<file path="src/rtl/bcd_pair_sequencer.sv">
// Sequential binary-to-BCD converter for two operands sharing one double-dabble datapath.
// Optional macro BCD_SEQ_BACK2BACK_EN: accept a new start in the DONE cycle for back-to-back results.
module bcd_pair_sequencer #(
   parameter int NUM_W = 6
) (
   input  logic             clk,
   input  logic             rst,
   input  logic             start,
   input  logic [NUM_W-1:0] IN_A,
   input  logic [NUM_W-1:0] IN_B,
   output logic             ready,
   output logic             busy,
   output logic             done,
   output logic [15:0]      BCD_OUT
);

   localparam int CW = $clog2(NUM_W + 1);
   localparam logic [CW-1:0] CNT_LAST = CW'(NUM_W - 1);

   typedef enum logic [1:0] {IDLE, CONV_A, CONV_B, DONE} state_t;

   state_t           state_q, state_d;
   logic [CW-1:0]    cnt_q, cnt_d;
   logic [7:0]       dig_q, dig_d;
   logic [NUM_W-1:0] op_q, op_d;
   logic [NUM_W-1:0] opb_q, opb_d;
   logic [7:0]       dig_a_q, dig_a_d;
   logic [15:0]      bcd_q, bcd_d;

   logic [7:0]         dig_adj;
   logic [NUM_W+7:0]   shift_word;
   logic [7:0]         dig_step;
   logic [NUM_W-1:0]   op_step;
   logic               load;

   // Add-3 correction on each digit before the shared left shift.
   for (genvar gi = 0; gi < 2; gi++) begin : g_digit
      assign dig_adj[gi*4 +: 4] = (dig_q[gi*4 +: 4] >= 4'd5) ? dig_q[gi*4 +: 4] + 4'd3
                                                              : dig_q[gi*4 +: 4];
   end

   assign shift_word = {dig_adj, op_q} << 1;
   assign dig_step   = shift_word[NUM_W+7:NUM_W];
   assign op_step    = shift_word[NUM_W-1:0];

`ifdef BCD_SEQ_BACK2BACK_EN
   assign ready = (state_q == IDLE) || (state_q == DONE);
`else
   assign ready = (state_q == IDLE);
`endif
   assign busy    = (state_q == CONV_A) || (state_q == CONV_B);
   assign done    = (state_q == DONE);
   assign BCD_OUT = bcd_q;
   assign load    = start && ready;

   always_comb begin
      state_d = state_q;
      cnt_d   = cnt_q;
      dig_d   = dig_q;
      op_d    = op_q;
      opb_d   = opb_q;
      dig_a_d = dig_a_q;
      bcd_d   = bcd_q;
      case (state_q)
         IDLE: ;
         CONV_A: begin
            dig_d = dig_step;
            op_d  = op_step;
            cnt_d = cnt_q + CW'(1);
            if (cnt_q == CNT_LAST) begin
               dig_a_d = dig_step;
               dig_d   = 8'h00;
               op_d    = opb_q;
               cnt_d   = '0;
               state_d = CONV_B;
            end
         end
         CONV_B: begin
            dig_d = dig_step;
            op_d  = op_step;
            cnt_d = cnt_q + CW'(1);
            if (cnt_q == CNT_LAST) begin
               bcd_d   = {dig_step, dig_a_q};
               cnt_d   = '0;
               state_d = DONE;
            end
         end
         DONE:    state_d = IDLE;
         default: state_d = IDLE;
      endcase
      // A new request overrides the default IDLE/DONE transitions.
      if (load) begin
         op_d    = IN_A;
         opb_d   = IN_B;
         dig_d   = 8'h00;
         cnt_d   = '0;
         state_d = CONV_A;
      end
   end

   always_ff @(posedge clk or posedge rst) begin
      if (rst) begin
         state_q <= IDLE;
         cnt_q   <= '0;
         dig_q   <= 8'h00;
         op_q    <= '0;
         opb_q   <= '0;
         dig_a_q <= 8'h00;
         bcd_q   <= 16'h0000;
      end else begin
         state_q <= state_d;
         cnt_q   <= cnt_d;
         dig_q   <= dig_d;
         op_q    <= op_d;
         opb_q   <= opb_d;
         dig_a_q <= dig_a_d;
         bcd_q   <= bcd_d;
      end
   end

endmodule

</file>
<file path="config.mk">
export PLATFORM = sky130hd
export DESIGN_NAME = bcd_pair_sequencer
export DESIGN_NICKNAME = d
export VERILOG_FILES = /design/src/rtl/bcd_pair_sequencer.sv
export SDC_FILE = /design/constraint.sdc
export NUM_CORES = 1
export LEC_CHECK = 0
export BUFFER_PORTS_ARGS = -buffer_cell sky130_fd_sc_hd__buf_2
export CAP_MARGIN = 30
export CORE_MARGIN = 1.5
export CORE_UTILIZATION = 45
export DETAILED_ROUTE_END_ITERATION = 7
export PLACE_DENSITY = 0.66
export SYNTH_ARGS = -nofsm -noshare
export SYNTH_HDL_FRONTEND = slang
export SYNTH_SLANG_ARGS = --single-unit
</file>
<file path="constraint.sdc">
create_clock -name clk -period 4.2 [get_ports clk]
set_input_delay 0.42 -clock clk [delete_from_list [all_inputs] [get_ports clk]]
set_output_delay 0.42 -clock clk [all_outputs]
set_load 0.02 [all_outputs]
</file>
Yosys cells after proc, flatten, opt, wreduce, memory -nomap -nowiden. Index checks and enable logic that the tools add are counted.

Bits of input ports: 15. Register bits after elaboration: 49. Output and inout port bits: 19.

Mux-type cells: 15. Order comparisons: 2. Add/sub/neg operators: 3. Eq/ne operators: 6. Reductions and logical operators: 10.

Operators by type and width (number): two-way mux 8 bit (2); one-hot mux 8 bit (2 select lines) (1); two-way mux 3 bit (4); two-way mux 6 bit (2); one-hot mux 6 bit (2 select lines) (1); greater-or-equal comparator 4 x 3 -> 1 bit (second input constant) (2); two-way mux 2 bit (3); != test 3 x 2 -> 1 bit (second input constant) (2); one-hot mux 2 bit (3 select lines) (1); adder 4 x 2 -> 4 bit (second input constant) (1); equality test 2 bit (second input constant) (2); two-way mux 4 bit (1); AND reduction 2 bit (2); nonzero test 4 bit (1); adder 3 x 1 -> 3 bit (second input constant) (1); adder 3 x 2 -> 3 bit (second input constant) (1); equality test 3 bit (second input constant) (1); AND reduction 3 bit (1); nonzero test 3 bit (1); equality test 2 x 1 -> 1 bit (second input constant) (1); logical NOT 2 bit (1); nonzero test 2 bit (1); OR reduction 2 bit (1); logical AND 1 bit (1); logical OR 1 bit (1).

Depth between registers and ports, before layout.
Depth after elaboration: 5. Depth in mapped cells: 6.

Least setup slack after synthesis. No wires, ideal clock.

Path type: reg-to-reg. Start: register state_q[0]. End: register state_q[0]. Data required time: 4079 ps. Library setup time: 121 ps. Slack: 2629 ps. Clock period less this slack: 1571 ps. Path buffers: 0. Arrival: 1450 ps. Stages on the path, launching flop included: 5. Cell sequence: dfrtp_1 -> inv_1 -> ha_1 -> o32a_1 -> o22a_1.

Cells in the longest elaborated chain, start to end: 4. Elaborated cells on any way between the ends: 11. Classes of those cells: eq/ne (5); mux (2); reduce/logical (4).

Ends and longest elaborated chain: start: declaration (RTL line 22) `state_t state_q, state_d;`; start signal: assignment (RTL line 111) `state_q <= state_d;`; logical NOT 2 bit (RTL line 49) `assign ready = (state_q == IDLE);`; logical AND 1 bit (RTL line 54) `assign load = start && ready;`; != test 3 x 2 -> 1 bit (no source line) or nonzero test 4 bit (tied branches); AND reduction 3 bit (no source line).

Several ways; a longest one is shown, not always the timed one. A chain may end at the register's enable or synchronous reset.

Worst setup path after layout.
Start: register state_q[0]. End: register op_q[3].

Cells in the longest elaborated chain, start to end: 3. Elaborated cells on any way between the ends: 7. Classes of those cells: eq/ne (2); mux (2); reduce/logical (3).

Ends and longest elaborated chain: equality test 2 bit (tied with other cells) (RTL line 64) `case (state_q)`; one-hot mux 6 bit (2 select lines) or logical AND 1 bit (tied branches) (RTL line 64, 54); two-way mux 6 bit or nonzero test 3 bit (tied branches); end signal: assignment (RTL line 114) `op_q <= op_d;`; end: declaration (RTL line 25) `logic [NUM_W-1:0] op_q, op_d;`.

Several ways; a longest one is shown, not always the timed one.

==> out/metrics.yaml <==
synth:
  synth_ff_type: "dfrtp_1"
  synth_xor_area_share_pct: 1.18
  synth_area_um2: 2220
  synthesis.nets: 235
  synth-simple-area-share_pct: 13.9
  synth_edf_count: 0
  muxShareOfSynthArea_pct: 9.79
  synth_top_area_share_pct: 55.1
  synth_compound_area_share_pct: 11.6
  syn_area_per_cell_um2: 10.6
  yosys-top-cells-area: "dfrtp_1 55%, nand2_1 7.8%, ha_1 5.6%"
  synthAdderAreaFrac_pct: 5.62
  synth_top_family_by_area: "simple AND/OR/NAND/NOR gates"
  ys_seq_area_share_pct: 55.1
  synth_cells: 210
  yosys_warnings: 0
  ys_seq_elements: 49
  synth.distinct_cells: 29
  yosysTopAreaCell: "dfrtp_1"
  ys_async_sr_fraction_pct: 100
  yosysMostFrequentCell: "dfrtp_1"
  synth_common_cells: "49 x dfrtp_1, 46 x nand2_1, 17 x o21ai_0"
critical_path:
  crit_fanout: 19
  critPathCaptureType: "flip-flop"
  path_common_cell: "nand2_1"
  arrival_ps: 2140
  critPathLaunchType: "flip-flop"
  cp_slowest_cell: "nand2_1"
  critPathKind: "reg2reg"
  critPathBufInv: 1
  reg2reg_slack_ps: 2240
  critPathMaxStageDelay_ps: 450
  crit_family: "simple AND/OR/NAND/NOR gates"
  crit_path_cell_trace: "inv_1 > ha_1 > nand2_1 > nand2_1 > o22ai_1 > a21oi_1"
  cp.required_ps: 4380
timing:
  timing.slew.headroom_pct: 60.0
  fmax_mhz: 511
  finalCritPeriodShare_pct: 46.6
  finClkSkew_ps: 5.26
  setup_ws_ps: 2240
  rsz0062_at_grt: "false"
  setup-violations-final: 0
  slew_violations: 0
  worstMarginPinSlew_ps: 599
  finalSetupTns_ps: 0
  hold_viol_final: 0
  min_period_ps: 1960
outcome:
  outcome: "finished, final reports clean"
route:
  wl_met2_um: 1890
  drc: 0
  wl_per_cell_um: 13.0
  vias_per_cell: 4.94
  drt_iter0_markers: 91
  wl_met1_um: 1980
  wirelength_um: 4080
  topRoutingLayerUsed: "met4"
  antenna_left: 0
  dr.pass1.iters: 4
  wl_met3_um: 159
  vias: 1546
cts:
  cts.sinks: 49
  post-cts-setup-buffer-count: 0
  cts_buffer_depth: 2
  clk_latency_ps: 310
  cts.clk_slew.worst_paths_ps: 90
  cts_tree: "built"
  htree_levels: 2
  postCtsResizedCells: 0
  cts_inserted_buffers: 5
  cts_hold_buffers: 0
  root_buffer: "clkbuf_8"
floorplanning:
  die_height_um: 73.3
  initial_utilization_pct: 46.8
  die_x_um: 73.3
  boundaryPins: 34
  num_rows: 25
  core-area_um2: 4750
  die-area_um2: 5370
place:
  gp_congestion: 0.772
  port_buffers: 33
  dpl.hpwl_um: 2920
  dp_cells: 305
  post-place-ws_ps: 2270
pwr:
  power.density_nw_per_um2: 731
  p_leak_nw: 1.28
  total_power_mw: 1.87
  peakVddDrop_v: 0.000402
layout:
  drive_gt1_share_pct: 24.0
  fin_nets: 270
  finalCoreUtilization_pct: 53.8
  area_growth_syn_to_layout_pct: 15.0
  antenna_cells: 0
  nFillCells: 466
  regArea_um2: 1230
  multi_input_area_um2: 936
  fin_cells: 313
run:
  cap_viol_max_count: 0
global_route:
  gr-total-overflow: 0
  grt_use_total_pct: 17.3
  grt_pass1_vias: 1471
  antenna_found_initial: 0
  grt_pass1_wl_um: 7020
  grt_start_max_net_pins: 37
hold_path:
  hold_path_class: "in2async"
kinds of logic (layout without fill, tap and decap cells):
group                      after synthesis  count (layout)
AOI/OAI and AO/OA                       46              46
DFF                                     49              49
muxes                                   18              18
adders and majority gates               10              10
xor gates and xnor gates                 3               3
buffers and inverters                   13              49
and+or+nand+nor                         71              71
cells in the final DEF, fill, tap and decap left out, drive strengths merged:
cell type,Yosys,layout
nor3b,2,2
o221ai,1,1
and2,3,3
o21ai,17,17
inv,7,7
nand2b,3,3
o22ai,11,11
a31oi,1,1
buf,4,34
clkinv,0,1
and3b,1,1
ha,10,10
and2b,1,1
or2,1,1
nor2,11,11
nand3,2,2
mux2i,6,6
dfrtp,49,49
mux2,12,12
a21oi,14,14
o32a,1,1
nand2,47,47
o22a,1,1
xnor2,3,3
clkbuf,2,7
through the flow:
| step | hold WS [ps] | instance area [um^2] |
|---|---|---|
| final | 55.3 | 2560 |
| after global routing | 69.9 | 2560 |
| after CTS | 62.7 | 2560 |
| after detailed placement | 396 | 2460 |
| after global placement | 460 | 2440 |
| after floorplan | 445 | 2220 |
metal layers:
layer  track usage, %  vias up
li1                 -      782
met1             23.6      728
met4             5.56        0
met5                0        -
met3             5.21        5
met2             26.4       31
state kept, by name, indices dropped and copies added, names as in the netlist:
| signal | count |
|---|---|
| dig_a_q | 8 |
| dig_q | 8 |
| cnt_q | 3 |
| BCD_OUT | 16 |
| opb_q | 6 |
| op_q | 6 |
| state_q | 2 |
worst register-to-register path, delay by kind of cell, from the launching register on:
kind / cells / cell delay, ps
buf+inv: 1 / 100
compound gates: 2 / 270
simple gates: 2 / 810
flops: 1 / 420
fa+ha+maj: 1 / 220
area by class of cell:
cell class | instances | share of cell area (%)
clock inverters | 1 | 0.196
inverters | 7 | 1.03
flip-flops and latches | 49 | 47.9
well taps | 67 | 3.28
multi-input cells | 148 | 36.6
repair buffers | 34 | 7.24
clock buffers | 7 | 3.77
worst paths after layout:
kind / start / end / cells after the start
worst max-delay path: state_q[0] / op_q[3] / 6
worst min-delay path: rst / dig_a_q[0] / 2
worst max register to register: state_q[0] / op_q[3] / 6
worst min register to register: BCD_OUT[11] / BCD_OUT[11] / 2
max in group asynchronous: rst / opb_q[1] / 3
min in group clk: IN_B[4] / opb_q[4] / 3
power by group:
group | leakage [nW] | switching, mW | internal, mW
Combinational | 0.601 | 0.479 | 0.325
Sequential | 0.628 | 0.109 | 0.650
Clock | 0.0542 | 0.159 | 0.149
Total | 1.28 | 0.748 | 1.12
No activity file was read; power rests on OpenSTA's default activity.
